<file path="config.mk">
export PLATFORM = sky130hd
export DESIGN_NAME = sample_ram_arbiter
export DESIGN_NICKNAME = d
export VERILOG_FILES = /design/src/rtl/sample_ram_arbiter.sv
export SDC_FILE = /design/constraint.sdc
export NUM_CORES = 1
export LEC_CHECK = 0
export ABC_AREA = 1
export CORE_MARGIN = 2
export CORE_UTILIZATION = 55
export DETAILED_ROUTE_END_ITERATION = 12
export MAX_ROUTING_LAYER = met4
export PLACE_DENSITY = 0.88
export RECOVER_POWER = 50
export SLEW_MARGIN = 20
export SYNTH_ARGS = -nofsm -noshare
export SYNTH_HDL_FRONTEND = slang
export SYNTH_SLANG_ARGS = --single-unit
</file>
<file path="constraint.sdc">
create_clock -name clk -period 4.22 [get_ports clk]
set_clock_uncertainty 0.2 [all_clocks]
set_input_delay 0.633 -clock clk [delete_from_list [all_inputs] [get_ports clk]]
set_output_delay 0.633 -clock clk [all_outputs]
set_load 0.1 [all_outputs]
</file>
<file path="src/rtl/sample_ram_arbiter.sv">
// Arbitrates a single-port sample RAM between display reads (highest priority) and
// capture writes buffered in a 4-entry FIFO. Optional macro ARB_WR_BYPASS_EN lets an idle-cycle write skip the FIFO.
module sample_ram_arbiter #(
  parameter int WIDTH = 8,
  parameter int DEPTH = 12
) (
  input  logic             clk,
  input  logic             reset,
  input  logic             wr_valid,
  output logic             wr_ready,
  input  logic [DEPTH-1:0] wr_addr,
  input  logic [WIDTH-1:0] wr_data,
  input  logic             rd_en,
  input  logic [DEPTH-1:0] rd_addr,
  output logic [WIDTH-1:0] rd_data,
  output logic             rd_data_valid,
  output logic             ram_we,
  output logic [DEPTH-1:0] ram_addr,
  output logic [WIDTH-1:0] ram_din,
  input  logic [WIDTH-1:0] ram_dout,
  output logic [2:0]       fifo_count,
  output logic [1:0]       state
);

  // Write handshake: a write transfers on any cycle where wr_valid and wr_ready are
  // both high; the requester must hold addr/data stable while wr_valid waits on wr_ready.
  typedef enum logic [1:0] {
    ST_IDLE  = 2'd0,
    ST_READ  = 2'd1,
    ST_DRAIN = 2'd2
  } grant_t;

  grant_t                   grant;
  logic [DEPTH+WIDTH-1:0]   fifo_mem [4];
  logic [1:0]               head;
  logic [1:0]               tail;
  logic [2:0]               count;
  logic [DEPTH-1:0]         last_addr;
  logic                     rd_en_q;
  logic                     accept;
  logic                     push;
  logic                     pop;
  logic                     bypass;

  assign wr_ready = !reset && (count < 3'd4);
  assign accept   = wr_valid && wr_ready;
  assign pop      = !reset && !rd_en && (count != 3'd0);

`ifdef ARB_WR_BYPASS_EN
  assign bypass = !reset && !rd_en && (count == 3'd0) && accept;
`else
  assign bypass = 1'b0;
`endif

  assign push = accept && !bypass;

  // The grant is decided from this cycle's inputs so a read never waits on a drain.
  always_comb begin
    grant    = ST_IDLE;
    ram_we   = 1'b0;
    ram_addr = last_addr;
    ram_din  = fifo_mem[head][WIDTH-1:0];
    if (reset) begin
      ram_addr = '0;
    end else if (rd_en) begin
      grant    = ST_READ;
      ram_addr = rd_addr;
    end else if (pop) begin
      grant    = ST_DRAIN;
      ram_we   = 1'b1;
      ram_addr = fifo_mem[head][DEPTH+WIDTH-1:WIDTH];
    end else if (bypass) begin
      grant    = ST_DRAIN;
      ram_we   = 1'b1;
      ram_addr = wr_addr;
      ram_din  = wr_data;
    end
  end

  assign state         = grant;
  assign fifo_count    = count;
  assign rd_data       = ram_dout;
  assign rd_data_valid = rd_en_q;

  always_ff @(posedge clk) begin
    if (push) begin
      fifo_mem[tail] <= {wr_addr, wr_data};
    end
  end

  always_ff @(posedge clk or posedge reset) begin
    if (reset) begin
      head      <= 2'd0;
      tail      <= 2'd0;
      count     <= 3'd0;
      last_addr <= '0;
      rd_en_q   <= 1'b0;
    end else begin
      rd_en_q   <= rd_en;
      last_addr <= ram_addr;
      if (push) tail <= tail + 2'd1;
      if (pop)  head <= head + 2'd1;
      case ({push, pop})
        2'b10:   count <= count + 3'd1;
        2'b01:   count <= count - 3'd1;
        default: count <= count;
      endcase
    end
  end

endmodule
</file>
==> results of run 1 <==
per-layer routing:
| metal | part of all wire | track usage | up-vias | routed length (um) |
|---|---|---|---|---|
| li1 | - | - | 1456 | - |
| met1 | 0.42 | 0.270 | 1320 | 3650 |
| met2 | 0.51 | 0.350 | 108 | 4440 |
| met3 | 0.064 | 0.0459 | 10 | 559 |
| met4 | 0.012 | 0.0978 | 0 | 107 |
| met5 | 0 | - | - | 0 |
worst max-delay path: cells and delay by family (launching register included):
family        cells  cell delay, ns
simple gates      5            0.59
buf+inv           2            0.56
flops             1            0.99
registers in the layout, summed over array words and instances (netlist names):
name           cells
tail               2
last_addr         12
head               2
fifo_count         3
fifo_mem          80
rd_data_valid      1
logic make-up after synthesis:
family | synth area share
buffers and inverters | 0.118
AO/OA/AOI/OAI | 0.0329
adder cells (fa/ha/maj) | 0.0187
XOR/XNOR | 0.00595
AND/OR/NAND/NOR | 0.167
flip-flops | 0.657
layout by cell type, fill, tap and decap left out:
cell                              instances
sky130_fd_sc_hd__nor2_2                   6
sky130_fd_sc_hd__dfrtp_1                 20
sky130_fd_sc_hd__fa_1                     1
sky130_fd_sc_hd__o22ai_1                  8
sky130_fd_sc_hd__inv_1                   85
sky130_fd_sc_hd__a21oi_1                  1
sky130_fd_sc_hd__ha_1                     5
sky130_fd_sc_hd__clkinvlp_4               1
sky130_fd_sc_hd__buf_12                  12
sky130_fd_sc_hd__clkinv_1                 1
sky130_fd_sc_hd__inv_6                    2
sky130_fd_sc_hd__dlygate4sd3_1           22
sky130_fd_sc_hd__clkbuf_1                 3
sky130_fd_sc_hd__nand2_1                 91
sky130_fd_sc_hd__clkbuf_8                 9
sky130_fd_sc_hd__inv_8                    1
sky130_fd_sc_hd__edfxtp_1                80
sky130_fd_sc_hd__xnor2_1                  2
sky130_fd_sc_hd__nand3_2                  1
sky130_fd_sc_hd__buf_4                   16
sky130_fd_sc_hd__nand3_1                 24
sky130_fd_sc_hd__clkinv_4                 2
sky130_fd_sc_hd__clkdlybuf4s50_1         17
sky130_fd_sc_hd__xor2_1                   1
sky130_fd_sc_hd__nor2_1                  57
sky130_fd_sc_hd__nand2_2                  2
sky130_fd_sc_hd__nand3b_1                 1
sky130_fd_sc_hd__o21ai_0                 18
sky130_fd_sc_hd__inv_2                    2
sky130_fd_sc_hd__diode_2                  2
sky130_fd_sc_hd__inv_4                    1
where the power goes:
| part | internal (mW) | switching, mW | total (mW) |
|---|---|---|---|
| clock | 0.223 | 0.345 | 0.568 |
| combinational | 0.448 | 1.32 | 1.77 |
| sequential | 1.20 | 0.0920 | 1.29 |
final timing paths:
check / startpoint / end / slack (ns)
max in group asynchronous: reset / last_addr[11] / 2.21
min in group asynchronous: reset / last_addr[8] / 0.96
hold / removal: fifo_count[0] / fifo_count[0] / 0.32
setup / recovery: head[0] / ram_addr[11] / 0.88
hold reg to reg: fifo_count[0] / fifo_count[0] / 0.32
setup reg to reg: fifo_count[2] / fifo_mem[3][8] / 1.61
metrics by stage:
step	utilization	hold WS, ns
floorplan	-	0.357
CTS	0.685	0.323
global placement	0.661	0.303
detailed placement	0.661	0.304
finish	0.683	0.322
global route	0.683	0.358
cell type report:
type | count | area share
Sequential cell | 100 | 0.547
Clock buffer | 9 | 0.0233
Inverter | 88 | 0.0627
Clock inverter | 7 | 0.0108
Timing Repair Buffer | 70 | 0.144
Antenna cell | 2 | 0.000943
Multi-Input combinational cell | 218 | 0.188
Tap cell | 102 | 0.0240
==> summary.log, run 1 <==
[status] status finished clean
[timing] share of the cycle needed by the critical path after routing 0.792
[drt] final routed wire length divided by cell count 14.7 um
[timing] Rel. slew slack 0.144
[drt] final routed DRC violation total 0
[synthesis] count of distinct cell types in the synthesized netlist 24
[timing] Total Neg Setup Slack 0 ns
[synthesis] cell types with the largest area share after synthesis sky130_fd_sc_hd__edfxtp_1 54%, sky130_fd_sc_hd__dfrtp_1 11%, sky130_fd_sc_hd__nand2_1 7.7%, sky130_fd_sc_hd__inv_1 7.2%, sky130_fd_sc_hd__nor2_1 5.2%
[layout] growth of design area from synthesis to finish 20.2%
[cts] count of buffers added by post-CTS timing repair for setup 0
[setup_path] Startpoint Class flop
[setup_path] worst setup path class reg2out
[layout] Layout Cell Area excl Fill 5310 um^2
[cts] number of gates given a new drive strength after cts 0
[synthesis] share of flip-flops with an asynchronous set or reset 0.200
[timing] maximum achievable frequency 299 MHz
[grt] via count of the first global-routing pass 2969
[layout] multi-input gate area in the final layout 997 um^2
[timing] RSZ-0062 raised after global routing false
[drt] vias per inst 4.86
[setup_path] biggest cell delay along the critical path 0.99 ns
[cts] number of buffers created by CTS 9
[grt] first-pass GRT wire length 14100 um
[cts] deepest level of the CTS H-tree 3
[timing] setup violators final 0
[setup_path] Worst path slowest cell sky130_fd_sc_hd__dfrtp_1
[cts] Skew-Pair Late Insertion Delay 0.36 ns
[timing] Slew @ Worst Pin 1.28 ns
[grt] aggregate global-route resource usage 0.218
[placed_design] dpl cell area 5140 um^2
[floorplan] Die ar. 8760 um^2
[drt] final wirelength 8760 um
[synthesis] Post-synth EDFFs 80
[drt] violation count after the first detailed-route iteration 198
[drt] antenna violation net count after detailed routing 0
[cts] Num Clock Sinks 100
[drt] count of TritonRoute iterations in the first routing pass 4
[floorplan] floorplan die width 93.6 um
[grt] GRT Residual Overflow 0
[timing] min cycle time layout 3.34 ns
[synthesis] proportion of synthesized chip area in sequential cells 0.657
[synthesis] Syn Std Cell Area 4420 um^2
[timing] final-report max-slew violation count 0
[synthesis] net count of the mapped netlist 481
[timing] post-route worst setup slack 0.876 ns
[synthesis] Yosys reg bits 100
[power] Max rail drop VDD 0.442 mV
[power] post-route total power 3.63 mW
[floorplan] initial core utilization 0.568
[setup_path] endpoint kind of the worst setup timing path output pin
[synthesis] synthesized instance count 431
[power] power density relative to cell area 683 nW/um^2
[cts] clock transition at the registers of the reported paths 0.09 ns
[flow_run] max capacitance violation total 0
[placed_design] number of instances in the placed design 578
[synthesis] most numerous cell types in the synthesized netlist 90 x sky130_fd_sc_hd__nand2_1, 85 x sky130_fd_sc_hd__inv_1, 80 x sky130_fd_sc_hd__edfxtp_1
[cts] clock tree from TritonCTS yes
[grt] antenna violations before repair 2
[setup_path] Reg2Reg Depth 4
[setup_path] largest fanout on the critical path 42
[synthesis] library cell occupying the most area in the post-synthesis netlist sky130_fd_sc_hd__edfxtp_1
[synthesis] Synth Warn # 0
[cts] buffer cell driving the clock tree root sky130_fd_sc_hd__clkbuf_8
[timing] final hold viol count 0
[setup_path] Critical Path, Cell by Cell inv_4 > nand2_1 > nand3_1 > nand2_1 > nand2_1 > nand2_1 > buf_12
[synthesis] most numerous cell in the Yosys netlist sky130_fd_sc_hd__nand2_1
[grt] pin count of the biggest net entering global routing 43
[layout] nets@finish 537
[layout] count of filler cells inserted in the layout 564
[worst_hold_path] number of cells on the worst hold path 1
[worst_hold_path] hold crit path type reg2reg
[setup_path] data arrival time at the worst-slack endpoint 2.51 ns
[synthesis] synthesized area divided by synthesized cell count 10.2 um^2
[setup_path] Top cell by count, worst path sky130_fd_sc_hd__nand2_1
[layout] register area 2900 um^2
[synthesis] most used flip-flop cell after synthesis sky130_fd_sc_hd__edfxtp_1
[floorplan] total number of placement rows 32
[floorplan] area of the core 7770 um^2
[synthesis] share of the synthesized area in the top cell type 0.544
[setup_path] required time at the worst-slack endpoint 3.39 ns
[cts] largest buffer count on any clock path 2
[placed_design] post-placement setup slack 1.29 ns
[power] Leak 2.33 nW
[floorplan] number of placed I/O pins 80
[layout] share of layout cells above drive strength 1 0.112
[placed_design] sum of net half-perimeters after detailed placement 5580 um
[placed_design] Port Buf Inserts 63
[placed_design] weighted congestion reported at the end of routability-driven placement 0.738
[layout] final instance count without filler cells 596
[cts] count of hold buffers inserted by post-cts repair 0
[floorplan] Die Y 93.6 um
[drt] vias post-DR 2894
(Power assumes the default switching activity.)
==> inputs of run 2 (changes only) <==
- CORE_UTILIZATION: 55 -> 47
- PLACE_DENSITY: 0.88 -> 0.81
- clock period: 4.22 -> 2.8 ns (I/O delays scaled with it)
==> summary.log, run 2 (synthesis gave the netlist of run 1 again) <==
[status] status finished clean
[setup_path] Reg2Reg Depth 6
[timing] final hold viol count 0
[grt] GRT Residual Overflow 0
[power] Leak 2.44 nW
[power] power density relative to cell area 1060 nW/um^2
[cts] largest buffer count on any clock path 2
[grt] antenna violations before repair 2
[drt] final wirelength 8270 um
[floorplan] initial core utilization 0.480
[placed_design] weighted congestion reported at the end of routability-driven placement 0.743
[grt] first-pass GRT wire length 13100 um
[layout] Top reg by flops fifo_mem
[cts] number of buffers created by CTS 9
[power] part of the power in combinational logic 0.525
[drt] vias per inst 4.76
[layout] growth of design area from synthesis to finish 26.0%
[cts] Skew-Pair Late Insertion Delay 0.36 ns
[timing] setup violators final 0
[layout] share of layout cells above drive strength 1 0.152
[setup_path] data arrival time at the worst-slack endpoint 1.93 ns
[power] fraction of power consumed by sequential logic 0.321
[cts] count of hold buffers inserted by post-cts repair 0
[setup_path] RR Endpoint fifo_count[1]
[timing] RSZ-0062 raised after global routing false
[power] clock group share of total power 0.154
[power] Max rail drop VDD 0.666 mV
[placed_design] sum of net half-perimeters after detailed placement 5540 um
[timing] Slew @ Worst Pin 1.16 ns
[floorplan] number of placed I/O pins 80
[setup_path] FF-to-FF setup slack 0.56 ns
[floorplan] total number of placement rows 35
[drt] vias post-DR 2892
[cts] Num Clock Sinks 100
[floorplan] Die Y 101 um
[drt] violation count after the first detailed-route iteration 167
[setup_path] startpoint of the lowest-slack register-to-register path fifo_count[2]
[power] switching component of the power 2.70 mW
[setup_path] required time at the worst-slack endpoint 2.18 ns
[cts] deepest level of the CTS H-tree 3
[layout] most frequent standard cell in the layout excluding fill and tap cells sky130_fd_sc_hd__nand2_1
[cts] clock tree from TritonCTS yes
[worst_hold_path] number of cells on the worst hold path 1
[cts] number of gates given a new drive strength after cts 0
[drt] count of TritonRoute iterations in the first routing pass 4
[worst_hold_path] hold crit path type reg2reg
[setup_path] worst setup path class in2out
[grt] via count of the first global-routing pass 2805
[grt] pin count of the biggest net entering global routing 43
[setup_path] largest fanout on the critical path 12
[cts] clock transition at the registers of the reported paths 0.09 ns
[setup_path] endpoint kind of the worst setup timing path output pin
[floorplan] Die ar. 10200 um^2
[timing] share of the cycle needed by the critical path after routing 0.910
[layout] final instance count without filler cells 608
[placed_design] number of instances in the placed design 591
[drt] final routed DRC violation total 0
[timing] maximum achievable frequency 393 MHz
[drt] antenna violation net count after detailed routing 0
[placed_design] Port Buf Inserts 63
[flow_run] max capacitance violation total 0
[layout] Largest register FFs 80
[setup_path] Startpoint Class primary input
[grt] aggregate global-route resource usage 0.176
[timing] final-report max-slew violation count 0
[timing] Rel. slew slack 0.229
[floorplan] area of the core 9200 um^2
[power] proportion of total power due to net switching 0.459
[timing] min cycle time layout 2.55 ns
[timing] Total Neg Setup Slack 0 ns
[worst_hold_path] origin of the worst min-delay path fifo_count[0]
[floorplan] floorplan die width 101 um
[worst_hold_path] Endpoint, Worst Hold fifo_count[0]
[drt] final routed wire length divided by cell count 13.6 um
[layout] highest-count cells in the layout ignoring fill and taps 91 x sky130_fd_sc_hd__nand2_1, 85 x sky130_fd_sc_hd__inv_1, 80 x sky130_fd_sc_hd__edfxtp_1, 57 x sky130_fd_sc_hd__nor2_1
[cts] buffer cell driving the clock tree root sky130_fd_sc_hd__clkbuf_8
[power] cell internal power dissipation 3.18 mW
[layout] nets@finish 541
[cts] count of buffers added by post-CTS timing repair for setup 0
-- run 2: cell count changes in the layout (fill, tap and decap cells not counted), moves of 3 or more --
cell	delta
sky130_fd_sc_hd__dfrtp_1	-3
sky130_fd_sc_hd__buf_12	+12
sky130_fd_sc_hd__dfrtp_2	+3
sky130_fd_sc_hd__clkdlybuf4s50_1	-3
sky130_fd_sc_hd__o22ai_1	-8
sky130_fd_sc_hd__o22ai_2	+8
sky130_fd_sc_hd__buf_4	-3
-- run 2: per-layer routing --
metal | wire [um] | GRT usage | vias to the layer above
li1 | - | - | 1457
met3 | 404 | 0.0340 | 11
met2 | 4130 | 0.287 | 84
met5 | 0 | - | -
met1 | 3600 | 0.217 | 1340
met4 | 132 | 0.0748 | 0
-- run 2: area by class of cell --
type / count / area, um^2
antenna: 2 / 5.00
clock buffer: 9 / 124
clock inverter: 6 / 73.8
fill: 732 / 3630
inverter: 88 / 333
multi-input combinational: 218 / 1050
sequential: 100 / 2910
tap: 111 / 139
timing repair buffer: 74 / 936
-- run 2: metrics by stage --
step                      power, mW  area (um^2)  hold WS, ns  utilization  setup slack (ns)
after CTS                      5.93         5580        0.304        0.606             0.260
final                          5.88         5560        0.300        0.605             0.252
after floorplan                4.13         4490        0.200            -             0.162
after global routing           6.16         5560        0.335        0.605             0.132
after detailed placement       5.03         5380        0.290        0.585             0.266
after global placement         4.97         5380        0.272        0.585             0.334
-- run 2: critical path, stage by stage --
cell	delay, ns
sky130_fd_sc_hd__dlygate4sd3_1	0.58
sky130_fd_sc_hd__nor2_2	0.14
sky130_fd_sc_hd__nand3_2	0.24
sky130_fd_sc_hd__nor2_1	0.17
sky130_fd_sc_hd__nor2_1	0.06
sky130_fd_sc_hd__nand2_1	0.12
sky130_fd_sc_hd__buf_12	0.19
-- run 2: power by group through the flow --
stage,Sequential [mW],Clock [mW],Combinational [mW]
6_report,1.89,0.904,3.09
5_1_grt,1.91,0.981,3.27
4_1_cts,1.89,0.917,3.12
3_5_place_dp,1.93,0,3.10
3_3_place_gp,1.92,0,3.05
2_1_floorplan,2.07,0,2.06
-- run 2: how the worst max path moves through the flow --
stage | from | to | slack (ns)
after global placement | reset | fifo_count[2] | 0.33
final | reset | ram_addr[5] | 0.25
after global routing | reset | ram_addr[0] | 0.13
after CTS | rd_en | ram_addr[5] | 0.26
after floorplan | fifo_count[2] | fifo_mem[0][0] | 0.16
after detailed placement | reset | fifo_count[2] | 0.27
